--- src/rtl/pq_pkg.sv ---
// Shared widths and types for the priority-queue family.
// kvpair_t packs key above value so a plain vector compare orders by key first.
package pq_pkg;

   localparam int unsigned KW        = 4;
   localparam int unsigned VW        = 4;
   localparam int unsigned IDX_MAX_W = 8;

   typedef struct packed {
      logic [KW-1:0] key;
      logic [VW-1:0] value;
   } kvpair_t;

   typedef struct packed {
      kvpair_t              pair;
      logic [IDX_MAX_W-1:0] idx;
      logic                 found;
   } min_res_t;

endpackage

--- src/rtl/pq_min_find.sv ---
// Combinational argmin over a slot array with valid bits.
// Balanced compare tree; ties resolve to the lower slot index.
module pq_min_find
   import pq_pkg::*;
#(
   parameter int unsigned DEPTH = 8,
   parameter int unsigned KW    = pq_pkg::KW,
   parameter int unsigned VW    = pq_pkg::VW
) (
   input  logic [KW+VW-1:0]         i_slots [DEPTH],
   input  logic [DEPTH-1:0]         i_valid,
   output logic [KW+VW-1:0]         o_min,
   output logic [$clog2(DEPTH)-1:0] o_idx,
   output logic                     o_found
);

   localparam int unsigned IDXW = $clog2(DEPTH);
   localparam int unsigned PW   = KW + VW;

   // Level IDXW holds the (power-of-two padded) leaves, level 0 the root.
   for (genvar l = 0; l <= IDXW; l++) begin : g_lvl
      localparam int unsigned N = 1 << l;
      logic [N-1:0]    w_v;
      logic [KW-1:0]   w_k [N];
      logic [VW-1:0]   w_d [N];
      logic [IDXW-1:0] w_i [N];

      for (genvar n = 0; n < N; n++) begin : g_node
         if (l == IDXW) begin : g_leaf
            if (n < DEPTH) begin : g_real
               assign w_v[n] = i_valid[n];
               assign w_k[n] = i_slots[n][PW-1 -: KW];
               assign w_d[n] = i_slots[n][VW-1:0];
               assign w_i[n] = IDXW'(n);
            end else begin : g_pad
               assign w_v[n] = 1'b0;
               assign w_k[n] = '0;
               assign w_d[n] = '0;
               assign w_i[n] = '0;
            end
         end else begin : g_cmp
            logic w_left;
            // Left subtree always covers lower indices, so <= gives the tie rule.
            assign w_left = g_lvl[l+1].w_v[2*n] &&
                            (!g_lvl[l+1].w_v[2*n+1] ||
                             (g_lvl[l+1].w_k[2*n] <= g_lvl[l+1].w_k[2*n+1]));
            assign w_v[n] = g_lvl[l+1].w_v[2*n] | g_lvl[l+1].w_v[2*n+1];
            assign w_k[n] = w_left ? g_lvl[l+1].w_k[2*n] : g_lvl[l+1].w_k[2*n+1];
            assign w_d[n] = w_left ? g_lvl[l+1].w_d[2*n] : g_lvl[l+1].w_d[2*n+1];
            assign w_i[n] = w_left ? g_lvl[l+1].w_i[2*n] : g_lvl[l+1].w_i[2*n+1];
         end
      end
   end

   assign o_found = g_lvl[0].w_v[0];
   assign o_min   = {g_lvl[0].w_k[0], g_lvl[0].w_d[0]};
   assign o_idx   = g_lvl[0].w_i[0];

endmodule

--- src/rtl/ra_pq.sv ---
// Register-array priority queue: unordered slots plus a registered argmin head.
// The head registers are loaded from the argmin of the next-state array each cycle.
module ra_pq
   import pq_pkg::*;
#(
   parameter int unsigned DEPTH = 8,
   parameter int unsigned KW    = pq_pkg::KW,
   parameter int unsigned VW    = pq_pkg::VW
) (
   input  logic                       clk,
   input  logic                       rst_n,
   input  logic [KW+VW-1:0]           idata,
   input  logic                       ivalid,
   output logic                       irdy,
   output logic [KW+VW-1:0]           odata,
   output logic                       ovalid,
   input  logic                       ordy,
   output logic [$clog2(DEPTH+1)-1:0] count
);

   localparam int unsigned IDXW = $clog2(DEPTH);
   localparam int unsigned CW   = $clog2(DEPTH+1);
   localparam int unsigned PW   = KW + VW;

   logic [PW-1:0]    r_slot [DEPTH];
   logic [DEPTH-1:0] r_valid;
   logic [CW-1:0]    r_count;
   logic [IDXW-1:0]  r_head_idx;
   logic [PW-1:0]    r_odata;
   logic             r_ovalid;

   logic             w_irdy;
   logic             w_ins;
   logic             w_rem;
   logic [IDXW-1:0]  w_free_idx;
   logic [DEPTH-1:0] w_valid_nxt;
   logic [PW-1:0]    w_slot_nxt [DEPTH];
   logic [PW-1:0]    w_min;
   logic [IDXW-1:0]  w_min_idx;
   logic             w_found;

   assign w_irdy = (r_count != CW'(DEPTH));
   assign w_ins  = ivalid && w_irdy;
   assign w_rem  = r_ovalid && ordy;

   // Free slot comes from the current state, so a slot freed this cycle is not reused.
   always_comb begin
      w_free_idx = '0;
      for (int unsigned i = DEPTH; i > 0; i--) begin
         if (!r_valid[i-1]) begin
            w_free_idx = IDXW'(i-1);
         end
      end
   end

   always_comb begin
      w_valid_nxt = r_valid;
      if (w_rem) begin
         w_valid_nxt[r_head_idx] = 1'b0;
      end
      if (w_ins) begin
         w_valid_nxt[w_free_idx] = 1'b1;
      end
      for (int unsigned i = 0; i < DEPTH; i++) begin
         w_slot_nxt[i] = r_slot[i];
      end
      if (w_ins) begin
         w_slot_nxt[w_free_idx] = idata;
      end
   end

   pq_min_find #(
      .DEPTH (DEPTH),
      .KW    (KW),
      .VW    (VW)
   ) u_min_find (
      .i_slots (w_slot_nxt),
      .i_valid (w_valid_nxt),
      .o_min   (w_min),
      .o_idx   (w_min_idx),
      .o_found (w_found)
   );

   always_ff @(posedge clk) begin
      if (w_ins) begin
         r_slot[w_free_idx] <= idata;
      end
   end

   always_ff @(posedge clk or negedge rst_n) begin
      if (!rst_n) begin
         r_valid    <= '0;
         r_count    <= '0;
         r_head_idx <= '0;
         r_odata    <= '0;
         r_ovalid   <= 1'b0;
      end else begin
         r_valid  <= w_valid_nxt;
         r_ovalid <= w_found;
         if (w_found) begin
            r_odata    <= w_min;
            r_head_idx <= w_min_idx;
         end
         if (w_ins && !w_rem) begin
            r_count <= r_count + 1'b1;
         end else if (w_rem && !w_ins) begin
            r_count <= r_count - 1'b1;
         end
      end
   end

   assign irdy   = w_irdy;
   assign odata  = r_odata;
   assign ovalid = r_ovalid;
   assign count  = r_count;

endmodule
--- config.mk ---
export PLATFORM = sky130hd
export DESIGN_NAME = ra_pq
export DESIGN_NICKNAME = d
export VERILOG_FILES = /design/src/rtl/pq_pkg.sv /design/src/rtl/pq_min_find.sv /design/src/rtl/ra_pq.sv
export SDC_FILE = /design/constraint.sdc
export NUM_CORES = 1
export LEC_CHECK = 0
export ABC_AREA = 0
export BUFFER_PORTS_ARGS = -buffer_cell sky130_fd_sc_hd__buf_2
export CELL_PAD_IN_SITES_DETAIL_PLACEMENT = 1
export CELL_PAD_IN_SITES_GLOBAL_PLACEMENT = 2
export CORE_MARGIN = 10
export CORE_UTILIZATION = 37
export DETAILED_ROUTE_END_ITERATION = 8
export GPL_TIMING_DRIVEN = 0
export PLACE_DENSITY_LB_ADDON = 0.1
export SETUP_SLACK_MARGIN = 0.02
export SLEW_MARGIN = 20
export SYNTH_ARGS = -nofsm -noshare
export SYNTH_HDL_FRONTEND = slang
export SYNTH_SLANG_ARGS = --single-unit
--- constraint.sdc ---
create_clock -name clk -period 7.1 [get_ports clk]
set_input_delay 0.355 -clock clk [delete_from_list [all_inputs] [get_ports clk]]
set_output_delay 0.355 -clock clk [all_outputs]
set_load 0.005 [all_outputs]
# Word level (Yosys, flattened, before mapping)
# Memory sizes are Yosys's and may differ from the RTL's.
# Index checks and enable logic that the tools add are counted.
# Widths: inputs -> output; s select.
totals:
  memories: 1
  mem_bits_rw: 64
  regBits: 24
op_classes:
  n_reduce_logical: 31
  n_mux: 43
  n_lt_le_gt_ge: 13
  addsub: 2
  bitwise_logic: 11
  eq_ne: 1
mem_list:
  columns: ["name", "depth", "width", "rd", "rd_ports_with_merged_regs", "wr", "line_no", "text"]
  rows:
  - ["r_slot", 8, 8, 8, 0, 1, "ra_pq.sv:25", "logic [PW-1:0] r_slot [DEPTH];"]
ops:
  columns: ["cell", "n"]
  rows:
  - ["$bwmux 64", 1]
  - ["$mux 4", 16]
  - ["$mux 64", 1]
  - ["$le 4x4->1", 7]
  - ["$mux 3", 9]
  - ["$demux 8 s3", 1]
  - ["$mux 8", 3]
  - ["$logic_and 1x1->1", 14]
  - ["$logic_not 1->1", 9]
  - ["$and 8x8->8", 1]
  - ["$lt 3x4->1 const B", 2]
  - ["$mux 1", 8]
  - ["$not 8->8", 1]
  - ["$or 8x8->8", 1]
  - ["$logic_or 1x1->1", 7]
  - ["$or 1x1->1", 7]
  - ["$demux 1 s3", 2]
  - ["$ge 3x1->1 const B", 2]
  - ["$add 4x1->4 const B", 1]
  - ["$ge 4x4->1 const B", 1]
  - ["$lt 4x1->1 const B", 1]
  - ["$mux 2", 2]
  - ["$ne 4x4->1 const B", 1]
  - ["$not 3->4", 1]
  - ["other kinds (2)", 2]

# Logic depth before layout (Yosys ltp)
# Gate-level depths: netlist of run 1.
logic_depth:
  depth_word: 27
  ltp_mapped: 40
  mapped_depth_nobuf: 39

# Modules after synthesis
# A second synthesis of run 1 with hierarchy kept.
unflattened:
  hier_cells: 438
  area_unflattened_um2: 5584.1
by_module_without_submodules:
  columns: ["mod", "seq_area_each_um2", "cells_per_inst", "n_inst", "area_each_um2"]
  rows:
  - ["ra_pq", 2522.4, 239, 1, 3946.3]
  - ["pq_min_find", 0.0, 199, 1, 1637.8]

# Least setup slack after synthesis of run 1
# No wires, ideal clock.
synth_path:
  kind: "register to register"
  from: "register r_count[0], in the netlist count[0]"
  to: "register r_odata[3], in the netlist odata[3]"
  arrival_time_ns: 6.857
  period_less_slack_ns: 6.981
  stages_incl_launch_ff: 38
  t_required_ns: 6.976
  slack_ns: 0.119
  setup_ns: 0.124
  n_path_buf: 4
  path_cell_list: "dfrtp_1 -> nor4b_4 -> inv_2 -> nand2b_1 -> nor2_1 -> clkbuf_1 -> mux2_2 -> ha_1 -> inv_1 -> a21oi_1 -> a22oi_1 -> o32a_1 -> a311oi_1 -> o21a_1 -> clkbuf_1 -> mux2i_1 -> o221a_2 -> inv_1 -> [... 2 more ...] -> o21ai_0 -> nand2b_1 -> a21oi_1 -> a41oi_1 -> nand2_1 -> nand2_1 -> mux2_2 -> ha_1 -> nor2b_1 -> o21ai_0 -> nand2b_1 -> a21oi_1 -> a41o_1 -> o22a_1 -> clkbuf_1 -> clkbuf_1 -> nor4_1 -> a211o_1"
synth_between:
  elab_chain_cells: 15
synth_lines:
  columns: ["item", "line_no", "text"]
  rows:
  - ["start, declared", "ra_pq.sv:27", "logic [CW-1:0] r_count;"]
  - ["start signal, assigned", "ra_pq.sv:105", "r_count <= r_count + 1'b1;"]
  - ["start signal, assigned", "ra_pq.sv:107", "r_count <= r_count - 1'b1;"]
  - ["$ne 4x4->1 (*)", "ra_pq.sv:42", "assign w_irdy = (r_count != CW'(DEPTH));"]
  - ["via irdy", "ra_pq.sv:14", "output logic irdy,"]
  - ["$logic_and 1x1->1 (*)", "ra_pq.sv:43", "assign w_ins = ivalid && w_irdy;"]
  - ["$mux 64 or $mux 8 (tied branches)", "ra_pq.sv:67, ra_pq.sv:61", null]
  - ["$le 4x4->1 or $logic_not 1->1 (tied branches)", "pq_min_find.sv:46, pq_min_find.sv:45", null]
  - ["$logic_or 1x1->1", "pq_min_find.sv:45", "(!g_lvl[l+1].w_v[2*n+1] ||"]
  - ["$logic_and 1x1->1", "pq_min_find.sv:44", "assign w_left = g_lvl[l+1].w_v[2*n] &&"]
  - ["$mux 4", "pq_min_find.sv:48", "assign w_k[n] = w_left ? g_lvl[l+1].w_k[2*n] : g_lvl[l+1].w_k[2*n+1];"]
  - ["$le 4x4->1", "pq_min_find.sv:46", "(g_lvl[l+1].w_k[2*n] <= g_lvl[l+1].w_k[2*n+1]));"]
  - ["$logic_or 1x1->1", "pq_min_find.sv:45", null]
  - ["$logic_and 1x1->1", "pq_min_find.sv:44", null]
  - ["$mux 4", "pq_min_find.sv:48", null]
  - ["$le 4x4->1", "pq_min_find.sv:46", null]
  - ["$logic_or 1x1->1", "pq_min_find.sv:45", null]
  - ["$logic_and 1x1->1", "pq_min_find.sv:44", null]
  - ["$mux 4", "pq_min_find.sv:49", "assign w_d[n] = w_left ? g_lvl[l+1].w_d[2*n] : g_lvl[l+1].w_d[2*n+1];"]
  - ["end signal, assigned", "ra_pq.sv:101", "r_odata <= w_min;"]
  - ["end, declared", "ra_pq.sv:29", "logic [PW-1:0] r_odata;"]
# Mark *: on every way through the listed nets, which the timed path passes. The rest lies on a longest branch.
# A chain may end at the register's enable or synchronous reset.

# Final worst setup path of run 1
layout_path:
  from: "register r_count[0], in the netlist count[0]"
  to: "register r_odata[3], in the netlist odata[3]"
layout_between:
  elab_chain_cells: 15
layout_lines:
  columns: ["item", "line_no"]
  rows:
  - ["$ne 4x4->1 (*)", "ra_pq.sv:42"]
  - ["$logic_and 1x1->1 (*)", "ra_pq.sv:43"]
  - ["$mux 64 or $mux 8 (tied branches)", "ra_pq.sv:67, ra_pq.sv:61"]
  - ["$le 4x4->1 or $logic_not 1->1 (tied branches)", "pq_min_find.sv:46, pq_min_find.sv:45"]
  - ["$logic_or 1x1->1", "pq_min_find.sv:45"]
  - ["$logic_and 1x1->1", "pq_min_find.sv:44"]
  - ["$mux 4", "pq_min_find.sv:48"]
  - ["$le 4x4->1", "pq_min_find.sv:46"]
  - ["$logic_or 1x1->1", "pq_min_find.sv:45"]
  - ["$logic_and 1x1->1", "pq_min_find.sv:44"]
  - ["$mux 4", "pq_min_find.sv:48"]
  - ["$le 4x4->1", "pq_min_find.sv:46"]
  - ["$logic_or 1x1->1", "pq_min_find.sv:45"]
  - ["$logic_and 1x1->1", "pq_min_find.sv:44"]
  - ["$mux 4", "pq_min_find.sv:49"]
# Mark *: on every way between the ends. The rest lies on a longest branch, timed or not.

==> key figures, run 1 <==
Clocking
  – CTS tree: yes
  – H-Tree Level Count: 3
  – CTS root buffer: clkbuf_16
  – Reg clk slew, reported paths: around 0.08 ns
  – Clock Sinks: 88
  – Clk_lat worst skew: between 0.3 and 0.4 ns
  – Hold Buf Count CTS: 0
  – TritonCTS Buffers: 9
  – CTS Buffer Depth: 2

Detailed routing
  – TritonRoute pass-1 iters: 4
  – DRC viols: 0
  – Drt total wl: approximately 17 mm
  – Wire per inst: about 22 um
  – Vias: 4471
  – Final ANT Viol Nets: 0
  – 1st-iter DRT viols: 180
  – Vias/cell: ~5.7

Worst setup path
  – CP Launch Type: flip-flop
  – Crit path DAT: between 7 and 8 ns
  – Crit path launch: count[0]$_DFFE_PN0P_
  – Cells on worst reg2reg path: 38
  – Critical R2R Launch: count[0]$_DFFE_PN0P_
  – Max stage delay on crit path: about 0.44 ns
  – WP data required: ~7.3 ns
  – Crit. End Element: flip-flop
  – Reg2Reg Capture Point: odata[3]$_DFFE_PN0P_
  – Critical path fanouts, max: 17
  – Reg2reg setup slack: ~0.23 ns
  – Crit path kind: reg2reg
  – Slowest cell on the critical path: dfrtp_2

STA
  – Max Clock Freq: approximately 0.15 GHz
  – Worst-Margin Slew: between 0.7 and 0.8 ns
  – Min Tclk post-route: a little under 7 ns
  – # setup viols final: 0
  – Fin. max-slew vios: 0
  – Setup ws final: roughly 0.23 ns
  – Relative slew slack: between 50% and 60%
  – Hold Fails Final Rpt: 11
  – Min Hold Slack: -0.0160 ns
  – Skew final: 0.0105 ns
  – Final worst-path cycle share: ~97%

Yosys
  – Post-Syn Area per Cell: ~11 um^2
  – Synth top cells by count: 64 x edfxtp_1, 40 x nand2_1, 37 x mux2i_1
  – Asr flop ratio synth: between 20 and 30%
  – Synth top area share: 35.3%
  – Synthesized Nets: about 550
  – Leading area contributor after synthesis: edfxtp_1
  – Synth Cell Area: ~5400 um^2
  – Synth top area cells: edfxtp_1 35%, dfrtp_1 11%, mux2i_1 6.8%
  – Post-Syn Instances: just over 500
  – Yosys cell types: between 70 and 80
  – Synth warn: 0
  – Most frequent cell after synthesis: edfxtp_1
  – Post-synth EDFFs: 64
  – Synthesis-stage register bit count: around 90
  – Synth Flop Type: edfxtp_1
  – Seq/Total Area, Yosys: a little under half

Final layout
  – Nets: 628
  – Final Util: a little under half
  – # diodes: 0
  – Final Cell Area: 6880 um^2
  – Fraction of layout cells with a size suffix above 1: approximately a third
  – Area Overhead vs Synth: 26.6%

Global routing
  – First-pass GRT wire length: between 20 and 30 mm
  – Largest net degree at the start of global routing: 25
  – Antenna violations before repair: 0
  – Vias in the first global route: ~4600
  – GRT overflow: 0
  – GR Util All Layers: 16.6%

Power
  – Pwr dens: between 500 and 600 nW/um^2
  – Leakage: around 2.7 nW
  – Power, Total: 3.98 mW
  – Maximum VDD drop: 0.000272 V

Floorplanning
  – Die height: 141 um
  – Core ar.: 14500 um^2
  – DIE WIDTH: between 100 and 150 um
  – Total die area: ~20000 um^2
  – IO Pins: 26
  – Site row count: 44
  – Starting Density: between 30% and 40%

Placement
  – DP Area: 5820 um^2
  – RD Place Congestion: approximately 0.78
  – Input/output buffers: 25
  – Post-detail-place hpwl: around 12 mm
  – Setup WS pre-CTS: -1.41 ns

Run
  – Max Cap Violations: 0

Outcome
  – Failing checks: negative hold slack
  – Status: finished with violations

Min path
  – Worst Hold Class: in2async
state kept, by name (all words and copies together) (netlist names):
signal / cells
r_valid: 8
odata: 8
ovalid: 1
count: 4
r_head_idx: 3
r_slot: 64
per-layer routing:
metal  part of all wire [%]  up-vias  wire, um  GRT usage [%]
met3                    2.1       18       350           2.35
met5                      0        -         0              0
met4                    1.8        0       303           5.60
met1                     48     2286      8140           22.7
li1                       -     2116         -              -
met2                     48       51      8250           26.4
cell usage in the layout (no fill, tap or decap), types with 5 or more instances in the layout:
cell type,count
dfrtp_1,18
inv_1,25
o221a_1,5
mux2_2,7
nor4_1,11
a21oi_2,6
dfrtp_2,6
o22ai_1,10
nor2_1,33
buf_4,46
buf_2,26
edfxtp_1,64
a211o_1,5
a211oi_1,6
a21oi_1,22
o21ai_1,5
clkbuf_16,10
nand2_4,5
nand2b_1,9
mux2i_1,21
mux2i_2,10
nand2_1,33
xnor2_1,7
nand3_1,8
a21o_1,6
a31oi_1,7
buf_6,5
clkbuf_1,6
nor3_1,7
mux2i_4,7
ha_1,23
o21ai_0,16
per-stage QoR:
step / hold WS (ns) / instances / TNS [ns]
after floorplan: 0.0594 / 509 / 0
after global placement: 0.389 / 718 / -15.54
after detailed placement: 0.389 / 720 / -13.98
after CTS: 0.00399 / 750 / 0
after global routing: 0.0395 / 779 / -0.207
final: -0.0160 / 779 / 0
critical path, delay by kind of cell, from the launching register on:
kind / cells / cell delay [ns]
buffers and inverters: 5 / 0.57
adder cells (fa/ha/maj): 3 / 0.72
AND/OR/NAND/NOR: 12 / 1.74
AO/OA/AOI/OAI: 16 / 2.60
flip-flops: 1 / 0.44
multiplexers: 2 / 0.68
worst max path at each step:
stage / to / slack (ns) / cells past startpoint
after floorplan: odata[3]$_DFFE_PN0P_ / 0.12 / 37
after global placement: odata[1]$_DFFE_PN0P_ / -1.56 / 35
after detailed placement: odata[1]$_DFFE_PN0P_ / -1.41 / 38
after CTS: odata[0]$_DFFE_PN0P_ / 0.02 / 37
after global routing: odata[3]$_DFFE_PN0P_ / -0.08 / 39
final: odata[3]$_DFFE_PN0P_ / 0.23 / 38
kinds of logic (layout without fill, tap and decap cells):
family | Yosys count | after routing | synth area share, %
adder cells (fa/ha/maj) | 27 | 27 | 6.30
flip-flops | 88 | 88 | 46.4
multiplexers | 48 | 48 | 9.29
AO/OA/AOI/OAI | 136 | 136 | 17.8
AND/OR/NAND/NOR | 150 | 150 | 14.7
XOR/XNOR | 11 | 11 | 1.77
buffers and inverters | 49 | 135 | 3.80
power breakdown:
group	leakage (nW)	switching, mW	internal (mW)
Clock	0.150	0.234	0.281
Combinational	1.73	1.45	1.22
Sequential	0.858	0.105	0.691
area by class of cell:
type | instances | area (um^2)
fillers | 1582 | 7590
well taps | 184 | 230
clock inverters | 7 | 86.3
repair buffers | 72 | 485
plain buffers | 17 | 131
clock buffers | 9 | 225
inverters | 30 | 115
multi-input cells | 372 | 3080
flip-flops and latches | 88 | 2530
timing repair:
| action | 4_1_cts | 5_1_grt |
|---|---|---|
| endpoints found under the setup margin | 11 | 11 |
| resized for setup | 42 | 61 |
| pin swaps | 4 | 23 |
| cloned | 0 | 0 |
| setup buffers | 16 | 29 |
Power figures use the tool's default switching activity.
==> run 2, diff against run 1 <==
--- a/config.mk
+++ b/config.mk
@@ -6,7 +6,7 @@
 export NUM_CORES = 1
 export LEC_CHECK = 0
 export ABC_AREA = 0
-export BUFFER_PORTS_ARGS = -buffer_cell sky130_fd_sc_hd__buf_2
+export BUFFER_PORTS_ARGS = -buffer_cell sky130_fd_sc_hd__clkbuf_2
 export CELL_PAD_IN_SITES_DETAIL_PLACEMENT = 1
 export CELL_PAD_IN_SITES_GLOBAL_PLACEMENT = 2
 export CORE_MARGIN = 10
==> run 2 against run 1 <==
Effect of this change: the flow now finishes without violations; first-iteration DRC count is 14% higher; combinational power up 3%; non-clock buffer count is 1 higher; largest power group unchanged; highest routed layer unchanged; setup slack better by 0.13 ns; critical path depth unchanged; critical path type unchanged; critical endpoint unchanged.
==> key figures, run 2 (synthesized netlist as in run 1, its figures left out) <==
Floorplanning
  – Starting Density: 37.6% (unchanged)
  – DIE WIDTH: 141 um (unchanged)
  – Site row count: 44 (unchanged)
  – Die height: 141 um (unchanged)
  – IO Pins: 26 (unchanged)
  – Total die area: 20000 um^2 (unchanged)
  – Core ar.: 14500 um^2 (unchanged)

Detailed routing
  – Vias: 4407 (was 4471)
  – Wire per inst: 21.6 um (was 21.9 um)
  – DRC viols: 0 (unchanged)
  – Drt total wl: 16.9 mm (was 17.0 mm)
  – Vias/cell: 5.65 (was 5.74)
  – TritonRoute pass-1 iters: 4 (unchanged)
  – Final ANT Viol Nets: 0 (unchanged)
  – 1st-iter DRT viols: 206 (was 180)

STA
  – Hold Fails Final Rpt: 0 (was 11)
  – Relative slew slack: 48.1% (was 52.2%)
  – Worst-Margin Slew: 0.771 ns (was 0.711 ns)
  – Fin. max-slew vios: 0 (unchanged)
  – Min Tclk post-route: 6.74 ns (was 6.87 ns)
  – Skew final: 0.00977 ns (was 0.0105 ns)
  – # setup viols final: 0 (unchanged)
  – Max Clock Freq: 0.148 GHz (was 0.146 GHz)
  – Final worst-path cycle share: 94.9% (was 96.7%)

Final layout
  – Nets: 629 (was 628)
  – Most frequent cells in the layout: 64 x edfxtp_1, 46 x buf_4, 33 x nand2_1, 33 x nor2_1, 27 x clkbuf_2 (was 64 x edfxtp_1, 46 x buf_4, 33 x nand2_1, 33 x nor2_1, 26 x buf_2)
  – Area Overhead vs Synth: 27.4% (was 26.6%)
  – Top reg by flops: r_slot (unchanged)
  – Fraction of layout cells with a size suffix above 1: 32.6% (was 32.3%)
  – Final Cell Area: 6930 um^2 (was 6880 um^2)
  – Cell Count, Final, Fillers Out: 780 (was 779)
  – Commonest non-fill, non-tap cell in the layout: edfxtp_1 (unchanged)
  – # diodes: 0 (unchanged)
  – Largest register FFs: 64 (unchanged)

Worst setup path
  – Crit. End Element: flip-flop (unchanged)
  – CP Launch Type: flip-flop (unchanged)
  – Crit path DAT: 7.04 ns (was 7.11 ns)
  – Slowest cell on the critical path: dfrtp_2 (unchanged)
  – Crit path kind: reg2reg (unchanged)
  – WP data required: 7.40 ns (was 7.34 ns)
  – Max stage delay on crit path: 0.42 ns (was 0.44 ns)
  – Critical path fanouts, max: 6 (was 17)

Clocking
  – CTS root buffer: clkbuf_16 (unchanged)
  – TritonCTS Buffers: 9 (unchanged)
  – CTS tree: yes (unchanged)
  – CTS Buffer Depth: 2 (unchanged)
  – Clock Sinks: 88 (unchanged)
  – Reg clk slew, reported paths: 0.07 ns (was 0.08 ns)
  – H-Tree Level Count: 3 (unchanged)
  – Clk_lat worst skew: 0.36 ns (about the same)

Global routing
  – Vias in the first global route: 4540 (was 4572)
  – First-pass GRT wire length: 26.1 mm (was 26.0 mm)
  – Largest net degree at the start of global routing: 25 (unchanged)
  – GR Util All Layers: 16.8% (was 16.6%)
  – Antenna violations before repair: 0 (unchanged)
  – GRT overflow: 0 (unchanged)

Placement
  – Input/output buffers: 25 (unchanged)
  – Dpl cells: 720 (unchanged)
  – DP Area: 5820 um^2 (unchanged)
  – Post-detail-place hpwl: 12.0 mm (was 11.9 mm)
  – RD Place Congestion: 0.789 (was 0.784)

Power
  – Maximum VDD drop: 0.000294 V (was 0.000272 V)
  – Leakage: 2.75 nW (was 2.74 nW)
  – Pwr dens: 585 nW/um^2 (was 578 nW/um^2)

Outcome
  – Status: completed (was finished with violations)

Run
  – Max Cap Violations: 0 (unchanged)

Min path
  – Worst Hold Class: in2async (unchanged)
-- run 2: path summary, 6_finish.rpt --
check	start	to	slack (ns)	cells past startpoint
setup / recovery	count[0]$_DFFE_PN0P_	odata[3]$_DFFE_PN0P_	0.36	38
hold / removal	rst_n	odata[1]$_DFFE_PN0P_	0.01	1
setup reg to reg	count[0]$_DFFE_PN0P_	odata[3]$_DFFE_PN0P_	0.36	38
hold reg to reg	count[3]$_DFFE_PN0P_	count[3]$_DFFE_PN0P_	0.51	1
max in group asynchronous	rst_n	r_valid[5]$_DFF_PN0_	6.60	1
min in group clk	idata[2]	r_slot[6][2]$_DFFE_PP_	0.36	1
-- run 2: repair_timing --
item,4_1_cts,5_1_grt
endpoints found under the setup margin,11,11
hold buffers,0,0
resized for setup,42,66
pin swaps,4,19
setup buffers,15,31
hold endpoints to repair,0,0
-- run 2: final cells by class --
type	count	area [um^2]
Timing Repair Buffer	73	518
Inverter	30	118
Clock buffer	9	225
Sequential cell	88	2530
Multi-Input combinational cell	372	3110
Tap cell	184	230
Buffer	17	120
Fill cell	1556	7550
Clock inverter	7	77.6
-- run 2: metrics by stage --
| stage | util (%) | setup slack (ns) | hold slack, ns | total power, mW | TNS [ns] |
|---|---|---|---|---|---|
| floorplan | - | 0.119 | 0.0594 | 2.27 | 0 |
| global placement | 40.0 | -1.58 | 0.414 | 2.81 | -15.81 |
| detailed placement | 40.2 | -1.51 | 0.425 | 2.87 | -14.78 |
| CTS | 44.1 | 0.0253 | 0.0382 | 3.54 | 0 |
| global route | 47.8 | -0.0537 | 0.0506 | 4.37 | -0.0998 |
| finish | 47.8 | 0.360 | 0.0113 | 4.06 | 0 |
-- run 2: power by group --
group / switching, mW / internal, mW / leakage [nW]
logic: 1.46 / 1.30 / 1.75
registers: 0.105 / 0.691 / 0.858
clock network: 0.224 / 0.276 / 0.146
total: 1.79 / 2.27 / 2.75
-- run 2: worst max-delay path: cells and delay by family, from the launching register on --
family                   cells  cell delay, ns
AO/OA/AOI/OAI               17            2.59
AND/OR/NAND/NOR             11            1.76
adder cells (fa/ha/maj)      3            0.72
multiplexers                 2            0.66
buffers and inverters        5            0.54
flip-flops                   1            0.42
-- run 2: routing by layer --
layer	GRT usage (%)	wire length, um	up-vias
met3	2.25	466	22
met2	27.2	8120	48
met4	5.22	330	0
met1	22.6	7940	2221
li1	-	-	2116
met5	0	0	-
